[config.mk]
export PLATFORM = sky130hd
export DESIGN_NAME = uart_frame_check
export DESIGN_NICKNAME = d
export VERILOG_FILES = /design/src/rtl/uart_pkg.sv /design/src/rtl/uart_sat_cnt.sv /design/src/rtl/uart_frame_check.sv
export SDC_FILE = /design/constraint.sdc
export NUM_CORES = 1
export LEC_CHECK = 0
export ABC_CLOCK_PERIOD_IN_PS = 1850
export CORE_MARGIN = 4
export CORE_UTILIZATION = 50
export DETAILED_ROUTE_END_ITERATION = 16
export PLACE_DENSITY_LB_ADDON = 0.25
export SLEW_MARGIN = 20
export SYNTH_ARGS = -nofsm -noshare
export SYNTH_HDL_FRONTEND = slang
export SYNTH_HIERARCHICAL = 1
export SYNTH_SLANG_ARGS = --single-unit
[constraint.sdc]
create_clock -name clk -period 1.85 [get_ports clk]
set_clock_uncertainty 0.15 [all_clocks]
set_input_delay 0.185 -clock clk [delete_from_list [all_inputs] [get_ports clk]]
set_output_delay 0.185 -clock clk [all_outputs]
set_load 0.01 [all_outputs]
[src/rtl/uart_pkg.sv]
// Shared UART definitions: frame-checker state encoding, data-width limits and
// the parity helper used by the RX path.
package uart_pkg;

    localparam int DATA_W_MIN = 5;
    localparam int DATA_W_MAX = 9;

    typedef logic [2:0] uart_fc_state_t;

    localparam uart_fc_state_t ST_IDLE   = 3'd0;
    localparam uart_fc_state_t ST_DATA   = 3'd1;
    localparam uart_fc_state_t ST_PARITY = 3'd2;
    localparam uart_fc_state_t ST_STOP1  = 3'd3;
    localparam uart_fc_state_t ST_STOP2  = 3'd4;

    // 1 when the received parity bit disagrees with the selected polarity
    function automatic logic par_mismatch(input logic xor_data, input logic par_bit,
                                          input logic odd);
        return xor_data ^ par_bit ^ odd;
    endfunction

endpackage

[src/rtl/uart_sat_cnt.sv]
// Saturating up-counter for UART error statistics; clear beats increment.
module uart_sat_cnt #(
    parameter int CNT_W = 8
) (
    input  logic             clk,
    input  logic             rst,
    input  logic             inc,
    input  logic             clr,
    output logic [CNT_W-1:0] count
);

    logic [CNT_W-1:0] count_r;

    // Count up on inc, hold at all-ones, clear on clr
    always_ff @(posedge clk) begin
        if (rst) begin
            count_r <= {CNT_W{1'b0}};
        end else if (clr) begin
            count_r <= {CNT_W{1'b0}};
        end else if (inc && (count_r != {CNT_W{1'b1}})) begin
            count_r <= count_r + CNT_W'(1);
        end else begin
            count_r <= count_r;
        end
    end

    assign count = count_r;

endmodule

[src/rtl/uart_frame_check.sv]
// UART RX frame checker: assembles DATA_W data bits, checks optional parity and
// one or two stop bits, and reports each frame with error flags and counters.
module uart_frame_check
    import uart_pkg::*;
#(
    parameter int DATA_W = 8,
    parameter int CNT_W  = 8
) (
    input  logic              clk,
    input  logic              rst,
    input  logic              frame_start,
    input  logic              bit_vld,
    input  logic              samp_out,
    input  logic              par_en,
    input  logic              par_odd,
    input  logic              two_stop,
    input  logic              cnt_clr,
    output logic              busy,
    output logic [DATA_W-1:0] data_out,
    output logic              frame_vld,
    output logic              par_err,
    output logic              stop_err,
    output logic [CNT_W-1:0]  par_err_cnt,
    output logic [CNT_W-1:0]  stop_err_cnt
);

    localparam int BC_W = $clog2(DATA_W + 1);
    localparam logic [BC_W-1:0] BC_LAST = BC_W'(DATA_W - 1);

    uart_fc_state_t    state_r;
    uart_fc_state_t    state_nxt_s;
    logic [DATA_W-1:0] shift_r;
    logic [BC_W-1:0]   bit_cnt_r;
    logic              xor_r;
    logic              par_en_r;
    logic              par_odd_r;
    logic              two_stop_r;
    logic              par_err_pend_r;
    logic              end_s;
    logic              end_stop_err_s;
    logic              busy_r;
    logic              frame_vld_r;
    logic [DATA_W-1:0] data_out_r;
    logic              par_err_r;
    logic              stop_err_r;

    // Next state and frame-end detection; frame_start overrides any strobe
    always_comb begin
        state_nxt_s    = state_r;
        end_s          = 1'b0;
        end_stop_err_s = 1'b0;
        if (frame_start) begin
            state_nxt_s = ST_DATA;
        end else if (bit_vld) begin
            case (state_r)
                ST_IDLE: begin
                    state_nxt_s = ST_IDLE;
                end
                ST_DATA: begin
                    if (bit_cnt_r == BC_LAST) begin
                        state_nxt_s = par_en_r ? ST_PARITY : ST_STOP1;
                    end else begin
                        state_nxt_s = ST_DATA;
                    end
                end
                ST_PARITY: begin
                    state_nxt_s = ST_STOP1;
                end
                ST_STOP1: begin
                    if (!samp_out) begin
                        end_s          = 1'b1;
                        end_stop_err_s = 1'b1;
                        state_nxt_s    = ST_IDLE;
                    end else if (two_stop_r) begin
                        state_nxt_s = ST_STOP2;
                    end else begin
                        end_s       = 1'b1;
                        state_nxt_s = ST_IDLE;
                    end
                end
                ST_STOP2: begin
                    end_s          = 1'b1;
                    end_stop_err_s = !samp_out;
                    state_nxt_s    = ST_IDLE;
                end
                default: begin
                    state_nxt_s = ST_IDLE;
                end
            endcase
        end else if (state_r > ST_STOP2) begin
            state_nxt_s = ST_IDLE;
        end else begin
            state_nxt_s = state_r;
        end
    end

    // Config latch, bit assembly, running parity and registered frame report
    always_ff @(posedge clk) begin
        if (rst) begin
            state_r        <= ST_IDLE;
            shift_r        <= {DATA_W{1'b0}};
            bit_cnt_r      <= {BC_W{1'b0}};
            xor_r          <= 1'b0;
            par_en_r       <= 1'b0;
            par_odd_r      <= 1'b0;
            two_stop_r     <= 1'b0;
            par_err_pend_r <= 1'b0;
            busy_r         <= 1'b0;
            frame_vld_r    <= 1'b0;
            data_out_r     <= {DATA_W{1'b0}};
            par_err_r      <= 1'b0;
            stop_err_r     <= 1'b0;
        end else begin
            state_r     <= state_nxt_s;
            busy_r      <= (state_nxt_s != ST_IDLE);
            frame_vld_r <= end_s;
            if (frame_start) begin
                par_en_r       <= par_en;
                par_odd_r      <= par_odd;
                two_stop_r     <= two_stop;
                shift_r        <= {DATA_W{1'b0}};
                bit_cnt_r      <= {BC_W{1'b0}};
                xor_r          <= 1'b0;
                par_err_pend_r <= 1'b0;
            end else if (bit_vld && (state_r == ST_DATA)) begin
                // First bit received ends up at bit 0 after DATA_W shifts
                shift_r   <= {samp_out, shift_r[DATA_W-1:1]};
                bit_cnt_r <= bit_cnt_r + BC_W'(1);
                xor_r     <= xor_r ^ samp_out;
            end else if (bit_vld && (state_r == ST_PARITY)) begin
                par_err_pend_r <= par_mismatch(xor_r, samp_out, par_odd_r);
            end
            if (end_s) begin
                data_out_r <= shift_r;
                par_err_r  <= par_en_r & par_err_pend_r;
                stop_err_r <= end_stop_err_s;
            end
        end
    end

    uart_sat_cnt #(.CNT_W(CNT_W)) u_par_cnt (
        .clk   (clk),
        .rst   (rst),
        .inc   (frame_vld_r & par_err_r),
        .clr   (cnt_clr),
        .count (par_err_cnt)
    );

    uart_sat_cnt #(.CNT_W(CNT_W)) u_stop_cnt (
        .clk   (clk),
        .rst   (rst),
        .inc   (frame_vld_r & stop_err_r),
        .clr   (cnt_clr),
        .count (stop_err_cnt)
    );

    assign busy      = busy_r;
    assign frame_vld = frame_vld_r;
    assign data_out  = data_out_r;
    assign par_err   = par_err_r;
    assign stop_err  = stop_err_r;

endmodule

* Word level (Yosys, flattened, before mapping)
Cells that the tools add are included.
** Word-level totals
- Register bits :: 48
- Input bits :: 9
- Output and inout bits :: 28
- Logic and storage cells :: 58
** Cells by class
- $add $sub $neg :: 3
- Order comparisons :: 1
- Equal/unequal tests :: 7
- Muxes and demuxes :: 17
- Bitwise operators :: 6
- Reduce and logical (&&, ||, !) cells :: 9
** Operators with widths (count)
- adder 8 x 1 -> 8 bit, second input constant :: 2
- inequality test 8 bit, second input constant :: 2
- 2-to-1 mux 3 bit :: 5
- one-hot mux 3 bit (3 select lines) :: 1
- 2-to-1 mux 1 bit :: 8
- == test 3 x 2 -> 1 bit, second input constant :: 2
- adder 4 x 1 -> 4 bit, second input constant :: 1
- == test 4 x 3 -> 1 bit, second input constant :: 1
- logical AND 1 bit :: 4
- one-hot mux 1 bit (2 select lines) :: 2
- OR reduction 2 bit :: 2
- bitwise AND 1 bit :: 3
- == test 3 x 1 -> 1 bit, second input constant :: 1
- == test 3 bit, second input constant :: 1
- > comparator 3 bit, second input constant :: 1
- nonzero test 3 bit :: 1
- 2-to-1 mux 2 bit :: 1
- AND reduction 2 bit :: 1
- bitwise XOR 1 bit :: 2
- logical NOT 1 bit :: 1
- inverter 1 bit :: 1

* Longest topological paths before layout
- Depth after elaboration :: 6
- Gate-level depth with buffers :: 6
- Depth with buffers taken out :: 5

* Hierarchy
The synthesis kept the hierarchy.
** Modules (own cells, without submodules)
- uart_frame_check :: times used 1, cells each 144, area an instance 1376.3 um2, sequential area each 640.6 um2
- uart_sat_cnt :: times used 2, cells each 47, area an instance 435.4 um2, sequential area each 160.2 um2

* Worst setup path before layout
Ideal clock, no wire load.
- Path kind :: reg-to-reg
- From :: register state_r[1]
- To :: register par_err_r (netlist: par_err)
- Setup time :: 0.116 ns
- Data arrival time :: 1.301 ns
- Data required time :: 1.584 ns
- Slack :: 0.283 ns
- Cell stages (with the launch flop) :: 5
- Buffers on the path :: 0
- Clock period less this slack :: 1.567 ns
- Path through :: dfxtp_1 nor2b_2 a31oi_4 o311a_1 a41o_1
** On the way
- Word-level cells in the longest chain between the ends :: 4
- Elaborated cells between the ends (all ways) :: 5
- Those cells by class :: eq/ne: 2; mux: 3
** Ends and longest elaborated chain
- start, declared :: RTL line uart_frame_check.sv:30 : uart_fc_state_t state_r;
- start signal, assigned :: RTL line uart_frame_check.sv:114 : state_r <= state_nxt_s;
- == test 3 bit or == test 3 x 2 -> 1 bit (tied branches) :: RTL line uart_frame_check.sv:55 : case (state_r)
- one-hot mux 1 bit (2 select lines) (*) :: RTL line uart_frame_check.sv:55
- 2-to-1 mux 1 bit (*) :: RTL line uart_frame_check.sv:54 : end else if (bit_vld) begin
- 2-to-1 mux 1 bit (*) :: RTL line uart_frame_check.sv:52 : if (frame_start) begin
- end signal, assigned :: RTL line uart_frame_check.sv:135 : par_err_r <= par_en_r & par_err_pend_r;
- end, declared :: RTL line uart_frame_check.sv:44 : logic par_err_r;
Every way passes the cells marked *; elsewhere a longest branch is shown, timed or not.
A chain may end at the register's enable or synchronous reset.

* Final worst setup path
Ends and elaborated chain as after synthesis.

==> results.md <==
Detailed routing:
- The violation count after the first detailed-route iteration is 76.
- The residual antenna-violating net count after detailed routing is 0.
- The residual DRC count is 0.
- The ratio of routed vias to standard cells is 5.65.
- The routed length per instance is 14.4 um.
- For this block, the routed nets add up to 4850 um of wire.
- The total via count in the routed design is 1,905.
- The count of TritonRoute iterations in the first routing pass is 4.

Clock network:
- The tree is rooted in a sky130_fd_sc_hd__clkbuf_8.
- The H-tree was split into 2 levels.
- TritonCTS built the clock tree.
- Counting the buffers created by CTS gives 5.
- The quantity of hold-fixing buffers added after cts is 0.
- At the later pin of the worst-skew pair, clock insertion delay measures 0.30 ns.
- The clock-pin slew reported for the worst setup and hold paths after clock tree synthesis is 0.08 ns.
- The buffer depth of the longest clock path is 2.
- The clock net in this run drives a total of 48 sinks.

Die:
- The floorplan step defined a die boundary enclosing 5630 um2.
- The floorplan has 24 rows.
- The starting density of the core is 51.6%.
- In this run the count of I/O pins placed on the die edge is 37.
- The die span in y is 75.0 um.
- The area of the core is 4350 um2.
- In this run the horizontal extent of the chip is 75.0 um.

Layout:
- The summed area of non-filler cells in the final layout is between 2000 and 3000 um2.
- The post-route netlist has 12.6% of its cells at a drive strength greater than 1.
- The area added between synthesis and finish is 25.9%.
- 0 antenna diodes ended up in the layout.
- Summing all multi-input logic gate instances after layout gives 1200 um2.
- The area used by sequential logic in the layout is 961 um2.
- The net count of the finished layout is 296.
- The number of filler cells placed in the layout is 361.

Timing:
- The count of endpoints failing hold in the final timing report is 0.
- The final max-slew violation count is 0.
- The worst path setup slack after routing is around 0.11 ns.
- The final count of negative-setup-slack endpoints is 0.
- After routing, the total negative slack on setup checks comes to 0 ns.
- Of the available clock period, the critical path in the final layout requires 94.0%.
- For the pin with the worst max-slew slack, the measured transition is 0.539 ns.
- The clock period minus worst slack is 1.74 ns.
- The remaining max-slew budget at the tightest pin is 64.0%.
- Setup repair after global routing left no endpoint under its margin.
- Timing would allow up to 575 MHz.

Status:
- The flow ran to the end, and the final reports show no timing, DRC or antenna violations.

Setup path:
- Along the worst path, the maximum fanout reaches 10.
- The worst register-to-register path ends at par_err.
- The path depth of the worst reg2reg path is 4.
- Across all register-to-register paths, the minimum setup slack is approximately 0.11 ns.
- The required time at the worst-slack endpoint is roughly 1.9 ns.
- Traced cell by cell, the critical path runs through nor2b_2 -> a31oi_4 -> o311a_1 -> a41o_1.
- The cell family contributing the most delay on the critical path is compound AO/OA/AOI/OAI gates.
- The kind of end point of the critical path is a register.
- In this run the critical register-to-register path is launched from state_r[1].
- The stage delay of the slowest cell on the critical path is 0.50 ns.
- The slowest stage cell on the critical path is sky130_fd_sc_hd__dfxtp_1.
- The critical path contains buffers and inverters numbering 0 combined.
- The kind of critical path is register to register.
- The data arrival time of the worst path is 1.79 ns.
- The startpoint type of the worst setup path is a register.

Logic synthesis:
- Synthesis handed over a netlist of 238 instances.
- The share of synthesized cell area in full adder, half adder and majority cells is under 10%.
- The main combinational cell family by area after synthesis is simple AND/OR/NAND/NOR gates.
- The share of the synthesized area in the top cell type is between 40% and 50%.
- Of the total synthesized cell area, the portion taken by AND, OR, NAND and NOR gates is 23.8%.
- sky130_fd_sc_hd__dfxtp_1 is the most common cell in the netlist.
- The synthesized design contains 48 register bits.
- The largest total area in the synthesized netlist belongs to sky130_fd_sc_hd__dfxtp_1.
- Yosys printed 6 warnings.
- The post-synthesis mux area share is 5.35%.
- Of all flip-flops after synthesis, the portion carrying an async set or reset was 0%.
- Summing every instance area after synthesis gives 2250 um2.
- Counting flops with a built-in enable in the synthesized netlist gives 0.
- For this run, the leading register cell type out of synthesis is sky130_fd_sc_hd__dfxtp_1.
- The distinct cell type count of the synthesized netlist is 47.
- The portion of the post-synthesis area used by sequential elements is 42.8%.
- Yosys attributes the largest share of cell area to sky130_fd_sc_hd__dfxtp_1 43%, sky130_fd_sc_hd__nand2_1 6.0%, sky130_fd_sc_hd__mux2i_1 5.3%.
- The number of nets handed over by synthesis was 250.
- The synthesized netlist devotes 2.34% of its cell area to XOR and XNOR gates.
- Averaged over all synthesized cells, the footprint is between 9 and 10 um2.
- The fraction of the mapped netlist area in compound gates is about a fifth.
- After synthesis, the most frequently instantiated cells are 48 x sky130_fd_sc_hd__dfxtp_1, 36 x sky130_fd_sc_hd__nand2_1, 19 x sky130_fd_sc_hd__a21oi_1.

Global route:
- The via count of the first global-routing pass is roughly 1.8k.
- The pin count of the biggest net entering global routing is 21.
- For this run the aggregate overflow at the end of global routing stands at 0.
- The number of antenna violations at the first check in global routing is 0.
- Global routing used a little under a fifth of the available tracks across all layers.
- The wire length of the first global-routing pass is 7880 um.

Flow run:
- The max capacitance violation total is 0.

Power and ir drop:
- The analysis attributes to cell leakage a power of about 1 nW.
- Across the VDD grid, the largest voltage drop is 0.432 mV.
- In this run the power density over the cells is 648 nW/um2.

Hold path:
- The worst hold path terminates at shift_r[0].
- The class of the most critical hold timing path is register to register.
- The worst hold path begins at shift_r[0].
- Counting instances, the worst hold path has a depth of 2.

Place:
- Detailed placement ended at an HPWL of 3480 um.
- Routability-driven placement finished with a final weighted congestion of around 0.84.
- Prior to clock tree synthesis, the placed netlist has a worst setup slack of -0.0421 ns.
- The count of buffers from port buffering is 36.
- After detailed placement, the total cell area comes to around 2700 um2.
## how the worst max path moves through the flow
| stage | startpoint | end | slack (ns) | cells after the start |
|---|---|---|---|---|
| after global placement | bit_vld | busy | 0.007 | 5 |
| after CTS | state_r[1] | par_err | 0.08 | 4 |
| after detailed placement | bit_vld | busy | -0.04 | 5 |
| final | state_r[1] | par_err | 0.11 | 4 |
| after floorplan | state_r[1] | par_err | 0.28 | 4 |
| after global routing | state_r[0] | busy | 0.04 | 4 |
## cells in the final DEF, fill, tap and decap left out, types with 3 or more instances in the layout
cell type and n:
sky130_fd_sc_hd__dfxtp_1 48, sky130_fd_sc_hd__clkdlybuf4s50_1 36, sky130_fd_sc_hd__nand4_1 5, sky130_fd_sc_hd__a21boi_1 4
sky130_fd_sc_hd__nand3_1 5, sky130_fd_sc_hd__xor2_1 3, sky130_fd_sc_hd__nor4_1 3, sky130_fd_sc_hd__xnor2_1 3
sky130_fd_sc_hd__or3_1 8, sky130_fd_sc_hd__a21oi_1 19, sky130_fd_sc_hd__mux2i_1 12, sky130_fd_sc_hd__o311a_1 9
sky130_fd_sc_hd__inv_1 4, sky130_fd_sc_hd__nor2_1 12, sky130_fd_sc_hd__nand2_1 36, sky130_fd_sc_hd__ha_1 3
sky130_fd_sc_hd__and4_1 4, sky130_fd_sc_hd__clkbuf_8 6, sky130_fd_sc_hd__and3_1 7, sky130_fd_sc_hd__buf_4 14
sky130_fd_sc_hd__or4_1 4, sky130_fd_sc_hd__a31o_1 8
## per-layer routing
| metal | wire length, um | share of wire, % | GRT usage, % | up-vias |
|---|---|---|---|---|
| met2 | 2290 | 47 | 29.9 | 32 |
| met5 | 0 | 0 | 0 | - |
| met1 | 2290 | 47 | 23.2 | 902 |
| met3 | 200 | 4.1 | 4.54 | 7 |
| li1 | - | - | - | 964 |
| met4 | 68 | 1.4 | 6.32 | 0 |
## state kept, by name, indices dropped and copies added, names as in the netlist, 3 cells and up
name and flops:
bit_cnt_r 4, data_out 8, shift_r 8, state_r 3
u_par_cnt/count 8, u_stop_cnt/count 8
## area by class of cell
type / count / share of cell area [%]
Sequential cell: 48 / 34.0
Tap cell: 52 / 2.30
Clock inverter: 1 / 0.265
Clock buffer: 7 / 3.05
Multi-Input combinational cell: 173 / 42.6
Inverter: 5 / 0.663
Timing Repair Buffer: 51 / 17.2
## power breakdown
group	internal [mW]	total (mW)	switching (mW)
clock	0.304	0.655	0.351
sequential	1.04	1.05	0.00988
combinational	0.0582	0.128	0.0696
total	1.40	1.83	0.431
## through the flow
stage	instances	total power [mW]	util [%]	hold WS, ns
global route	337	1.91	65.0	0.340
detailed placement	327	1.20	62.5	0.303
finish	337	1.83	65.0	0.315
CTS	335	1.85	64.6	0.316
floorplan	238	1.14	-	0.0993
global placement	327	1.20	62.5	0.300
## cell families (layout without fill, tap and decap cells)
logic type / count (synthesis) / in the layout
AO/OA/AOI/OAI: 55 / 55
XOR/XNOR: 6 / 6
adder cells (fa/ha/maj): 3 / 3
buffers and inverters: 17 / 64
flip-flops: 48 / 48
multiplexers: 12 / 12
AND/OR/NAND/NOR: 97 / 97
## worst reg2reg max path, stage by stage, from the launching register on
cell and delay, ns:
sky130_fd_sc_hd__dfxtp_1 0.50, sky130_fd_sc_hd__nor2b_2 0.27, sky130_fd_sc_hd__a31oi_4 0.19, sky130_fd_sc_hd__o311a_1 0.34, sky130_fd_sc_hd__a41o_1 0.19
## what timing repair did
action / 4_1_cts / 5_1_grt
hold endpoints to repair: 0 / 0
setup buffers: 0 / 2
setup endpoints to repair: 0 / 1
gates resized for setup: 0 / 0
Power figures use the tool's default switching activity.
